## config.mk

```make
export PLATFORM = sky130hd
export DESIGN_NAME = vend_fsm_param
export DESIGN_NICKNAME = d
export VERILOG_FILES = /design/src/rtl/vend_fsm_param_pkg.sv /design/src/rtl/vend_fsm_param_payout_cnt.sv /design/src/rtl/vend_fsm_param.sv
export SDC_FILE = /design/constraint.sdc
export NUM_CORES = 1
export LEC_CHECK = 0
export ABC_CLOCK_PERIOD_IN_PS = 2300
export CAP_MARGIN = 10
export CORE_MARGIN = 2
export CORE_UTILIZATION = 57
export CTS_CLUSTER_SIZE = 12
export DETAILED_ROUTE_END_ITERATION = 6
export PLACE_DENSITY = 0.79
export SYNTH_ARGS = -nofsm -noshare
export SYNTH_HDL_FRONTEND = slang
export SYNTH_SLANG_ARGS = --single-unit
```

## constraint.sdc

```tcl
create_clock -name clk -period 2.3 [get_ports clk]
set_input_delay 0.46 -clock clk [delete_from_list [all_inputs] [get_ports clk]]
set_output_delay 0.46 -clock clk [all_outputs]
set_load 0.005 [all_outputs]
```

## src/rtl/vend_fsm_param_pkg.sv

```systemverilog
// Shared types for the parametrised vending controller:
// one-hot state encoding and the credit width helper.
package vend_fsm_param_pkg;

  typedef enum logic [4:0] {
    ST_IDLE   = 5'b00001,
    ST_CREDIT = 5'b00010,
    ST_VEND   = 5'b00100,
    ST_CHANGE = 5'b01000,
    ST_REFUND = 5'b10000
  } state_e;

  function automatic int cw_f(
    input int price,
    input int c0,
    input int c1
  );
    int mx;
    mx = (c0 > c1) ? c0 : c1;
    return $clog2(price + mx) + 1;
  endfunction

endpackage

```

## src/rtl/vend_fsm_param_payout_cnt.sv

```systemverilog
// Loadable down-counter for change/refund payout:
// one pulse per remaining count, done on the last one.
module vend_fsm_param_payout_cnt #(
  parameter int CW = 4
) (
  input  logic          clk,
  input  logic          rst_n,
  input  logic          load,
  input  logic [CW-1:0] load_val,
  output logic          pulse,
  output logic          done
);

  logic [CW-1:0] cnt;

  always_ff @(posedge clk or negedge rst_n) begin
    if (!rst_n) begin
      cnt <= '0;
    end else if (load) begin
      cnt <= load_val;
    end else if (cnt != '0) begin
      cnt <= cnt - CW'(1);
    end
  end

  assign pulse = (cnt != '0);
  assign done  = (cnt == CW'(1));

endmodule

```

## src/rtl/vend_fsm_param.sv

```systemverilog
// Coin vending controller: credit accumulation, vend,
// change payout, cancel refund and inactivity timeout.
module vend_fsm_param
  import vend_fsm_param_pkg::*;
#(
  parameter int PRICE     = 5,
  parameter int COIN0_VAL = 1,
  parameter int COIN1_VAL = 2,
  parameter int TIMEOUT   = 100,
  localparam int CW = cw_f(PRICE, COIN0_VAL, COIN1_VAL)
) (
  input  logic          clk,
  input  logic          rst_n,
  input  logic          pi_coin_vld,
  input  logic          pi_coin_sel,
  output logic          po_coin_rdy,
  input  logic          pi_cancel,
  output logic          po_cola,
  output logic          po_change,
  output logic          po_busy,
  output logic [CW-1:0] po_credit
);

  localparam int TW = (TIMEOUT > 2) ? $clog2(TIMEOUT) : 1;
  localparam logic [TW-1:0] T_LAST =
    TW'((TIMEOUT > 0) ? TIMEOUT - 1 : 0);

  state_e        state;
  logic [CW-1:0] credit;
  logic [TW-1:0] timer;
  logic [CW-1:0] coin_val;
  logic [CW-1:0] credit_nxt;
  logic [CW-1:0] credit_sum;
  logic [CW-1:0] pay_val;
  logic          coin_acc;
  logic          timeout_hit;
  logic          to_refund;
  logic          pay_load;
  logic          pay_done;

  assign po_coin_rdy = (state == ST_IDLE) || (state == ST_CREDIT);
  assign po_credit   = po_coin_rdy ? credit : '0;
  assign coin_acc    = pi_coin_vld && po_coin_rdy;
  assign timeout_hit = (TIMEOUT != 0) && (timer == T_LAST);

  always_comb begin
    coin_val   = pi_coin_sel ? CW'(COIN1_VAL) : CW'(COIN0_VAL);
    credit_nxt = credit + coin_val;
    credit_sum = coin_acc ? credit_nxt : credit;
    to_refund  = (state == ST_CREDIT) &&
                 (pi_cancel || (!coin_acc && timeout_hit));
    pay_load   = to_refund || (state == ST_VEND);
    pay_val    = (state == ST_VEND) ?
                 credit - CW'(PRICE) : credit_sum;
  end

  vend_fsm_param_payout_cnt #(
    .CW(CW)
  ) u_payout (
    .clk      (clk),
    .rst_n    (rst_n),
    .load     (pay_load),
    .load_val (pay_val),
    .pulse    (po_change),
    .done     (pay_done)
  );

  always_ff @(posedge clk or negedge rst_n) begin
    if (!rst_n) begin
      state   <= ST_IDLE;
      credit  <= '0;
      timer   <= '0;
      po_cola <= 1'b0;
      po_busy <= 1'b0;
    end else begin
      unique case (state)
        ST_IDLE, ST_CREDIT: begin
          if (to_refund) begin
            state   <= ST_REFUND;
            credit  <= '0;
            po_busy <= 1'b1;
          end else if (coin_acc) begin
            credit <= credit_nxt;
            timer  <= '0;
            if (credit_nxt >= CW'(PRICE)) begin
              state   <= ST_VEND;
              po_cola <= 1'b1;
              po_busy <= 1'b1;
            end else begin
              state <= ST_CREDIT;
            end
          end else if (state == ST_CREDIT) begin
            timer <= timer + TW'(1);
          end
        end
        ST_VEND: begin
          po_cola <= 1'b0;
          credit  <= '0;
          if (credit > CW'(PRICE)) begin
            state <= ST_CHANGE;
          end else begin
            state   <= ST_IDLE;
            po_busy <= 1'b0;
          end
        end
        ST_CHANGE, ST_REFUND: begin
          if (pay_done) begin
            state   <= ST_IDLE;
            po_busy <= 1'b0;
          end
        end
        default: begin
          state   <= ST_IDLE;
          po_cola <= 1'b0;
          po_busy <= 1'b0;
        end
      endcase
    end
  end

endmodule

```

==> results.tsv <==
metric	value	unit
maxSlewViolCount	0	
grt_pass1_vias	1472	
power_frac_clock	10.3	%
grt_max_degree	23	
powerDensity	1530	mW/mm2
drv_cap	0	
clk_pin_slew_worst_paths	0.13	ns
cts_root_buf	clkbuf_4	
grt_first_pass_wirelength	6.55	mm
reg2reg_setup_slack	0.13	ns
ys_seq_area_share	35.9	%
critPathMaxStageDelay	0.57	ns
crit_chain	xnor2_2 > or4_4 > buf_6 > inv_4 > and2_4 > buf_6	
hold_class	in2async	
netlist_area	0.00154	mm2
antenna_cells	0	
routed_wl	4.09	mm
ys_async_sr_fraction	100	%
synthTopCellsByArea	dfrtp_1 (34%), ha_1 (6.5%), a21oi_1 (4.2%), nand2_1 (3.7%), nor2_1 (3.7%)	
tritoncts_num_sinks	22	
initialDrtViolationCount	102	
drtAntennaViolNets	0	
synthesis.nets	189	
ys_types	45	
coreArea	0.00252	mm2
yosysMostFrequentCell	dfrtp_1	
reg2reg_to	state[1]	
fin_skew	0.00210	ns
p_total	3.03	mW
timing.rr.start	credit[0]	
status	finished clean	
switchingPower	1.28	mW
power.internal	1.75	mW
wl_per_cell	16.9	um
vias	1523	
cts_tree	done	
p_leak	0.906	nW
place_congestion	0.895	
io_pins	13	
grtUsageTotal	26.4	%
crit_slowest_cell	dfstp_2	
crit_path_end_kind	output pin	
drc_errors	0	
synth_top_area_share	34.2	%
die_y	55.9	um
place_hpwl	2.85	mm
finalCritPeriodShare	99.9	%
synth_area_per_cell	8.77	um2
ys_seq_elements	22	
min_period	2.30	ns
yosys.area.top_type	dfrtp_1	
cts_max_path_buffers	2	
setup_viol	0	
via_per_inst	6.29	
dieWidth	55.9	um
dp.cells	235	
path_class	reg2out	
crit_start	state[0]	
crit_family	simple AND/OR/NAND/NOR gates	
fillers	165	
comb_power_share	66.8	%
synth-main-ff-cell	dfrtp_1	
fin_cells	242	
synth_commonest_cells	dfrtp_1 (21), nand2_1 (15), nor2_1 (15), a21oi_1 (13), inv_1 (11)	
layout-drive-gt1-share	28.3	%
numCtsBuffers	3	
ctsHoldBuffers	0	
hold_viol_final	0	
clk_latency	0.33	ns
critPathBufInv	3	
fmaxAchievable	435	MHz
h-tree-depth	1	
grt_overflow	0	
area_growth	28.9	%
p_seq_share	22.8	%
r2r.worst_path.cells	7	
cp.arrival	1.84	ns
rsz0062_at_grt	yes	
drtPass1Iterations	4	
synth-edff-count	0	
yosys_warnings	0	
post-route-util	78.4	%
synth_cells	175	
start_kind	flop	
numPortBuffers	12	
whs	0.457	ns
critPathRequiredTime	1.84	ns
cp_max_fo	3	
rows	18	
dieArea	0.00312	mm2
grt_antenna_before_repair	0	
cp_common_cell	buf_6	
ir_drop	1.39	mV
relSlewSlack	67.6	%
worstMarginPinSlew	0.480	ns
nNetsFinal	227	
switching_share	42.3	%
start_util	60.9	%
-- kinds of logic after synthesis --
group	share of synthesized area, %
flip-flops	35.9
multiplexers	0.733
buffers and inverters	5.30
AO/OA/AOI/OAI	19.7
XOR/XNOR	5.70
AND/OR/NAND/NOR	24.8
adder cells (fa/ha/maj)	7.82
-- layout make-up --
cell class | instances | area, um2 | share of cell area [%]
clock buffers | 3 | 22.5 | 1.14
clock inverters | 1 | 30.0 | 1.52
inverters | 12 | 47.5 | 2.40
multi-input cells | 134 | 958 | 48.5
flip-flops and latches | 22 | 552 | 27.9
well taps | 30 | 37.5 | 1.90
repair buffers | 40 | 330 | 16.7
-- worst reg2reg max path, cell delays in order, from the launching register on --
cell     delay [ns]
dfrtp_1        0.47
ha_1           0.21
inv_1          0.06
fa_1           0.60
a21oi_1        0.09
a21oi_2        0.13
or3b_4         0.40
a21oi_2        0.15
-- metal layers --
metal	part of all wire, %	vias up	global-route usage (%)
met1	41	719	34.0
met3	7.8	13	7.67
met5	0	-	0
li1	-	713	-
met2	48	78	40.5
met4	3.4	0	13.3
-- cells in the final DEF (no fill, tap or decap), types with 4 or more instances in the layout --
master / n
nor2_1: 12
buf_4: 27
o211ai_1: 5
a21o_1: 4
or4_1: 4
xor2_1: 5
ha_1: 7
a21oi_1: 11
xnor2_1: 4
nor3_1: 6
o21ai_0: 6
dfrtp_1: 21
clkdlybuf4s50_1: 6
nand2_1: 15
nand3_1: 6
inv_1: 7
buf_6: 4
nor2_2: 4
-- state kept, by name, summed over array words and instances, names as in the netlist --
name	count
po_cola	1
po_busy	1
u_payout.cnt	4
credit	4
timer	7
state	5
-- worst max-delay path by stage --
stage,to,slack [ns],cells after the start
3_5_place_dp,u_payout.cnt[1],-0.32,9
6_report,po_credit[2],0.003,6
2_1_floorplan,state[1],0.20,9
5_1_grt,po_credit[2],-0.04,6
3_3_place_gp,u_payout.cnt[1],-0.25,9
4_1_cts,po_coin_rdy,-0.17,6
-- power groups by stage --
| stage | Sequential (mW) | Clock (mW) | Combinational [mW] |
|---|---|---|---|
| 2_1_floorplan | 0.651 | 0 | 1.02 |
| 3_3_place_gp | 0.670 | 0 | 1.67 |
| 3_5_place_dp | 0.675 | 0 | 1.71 |
| 4_1_cts | 0.671 | 0.311 | 1.80 |
| 5_1_grt | 0.708 | 0.320 | 2.19 |
| 6_report | 0.691 | 0.312 | 2.02 |
-- through the flow --
step | worst slack, ns | area (um2) | TNS [ns]
floorplan | 0.201 | 1540 | 0
global placement | -0.245 | 1840 | -1.46
detailed placement | -0.324 | 1840 | -2.30
CTS | -0.166 | 1930 | -0.579
global route | -0.0441 | 1980 | -0.0985
finish | 0.00308 | 1980 | 0
-- what timing repair did --
action                                  in CTS  in global routing
endpoints found under the setup margin       6                 11
resized for setup                           16                 27
pin swaps                                    1                  3
setup buffers                                2                  1
Note: power is estimated with default switching activity, not from simulation.
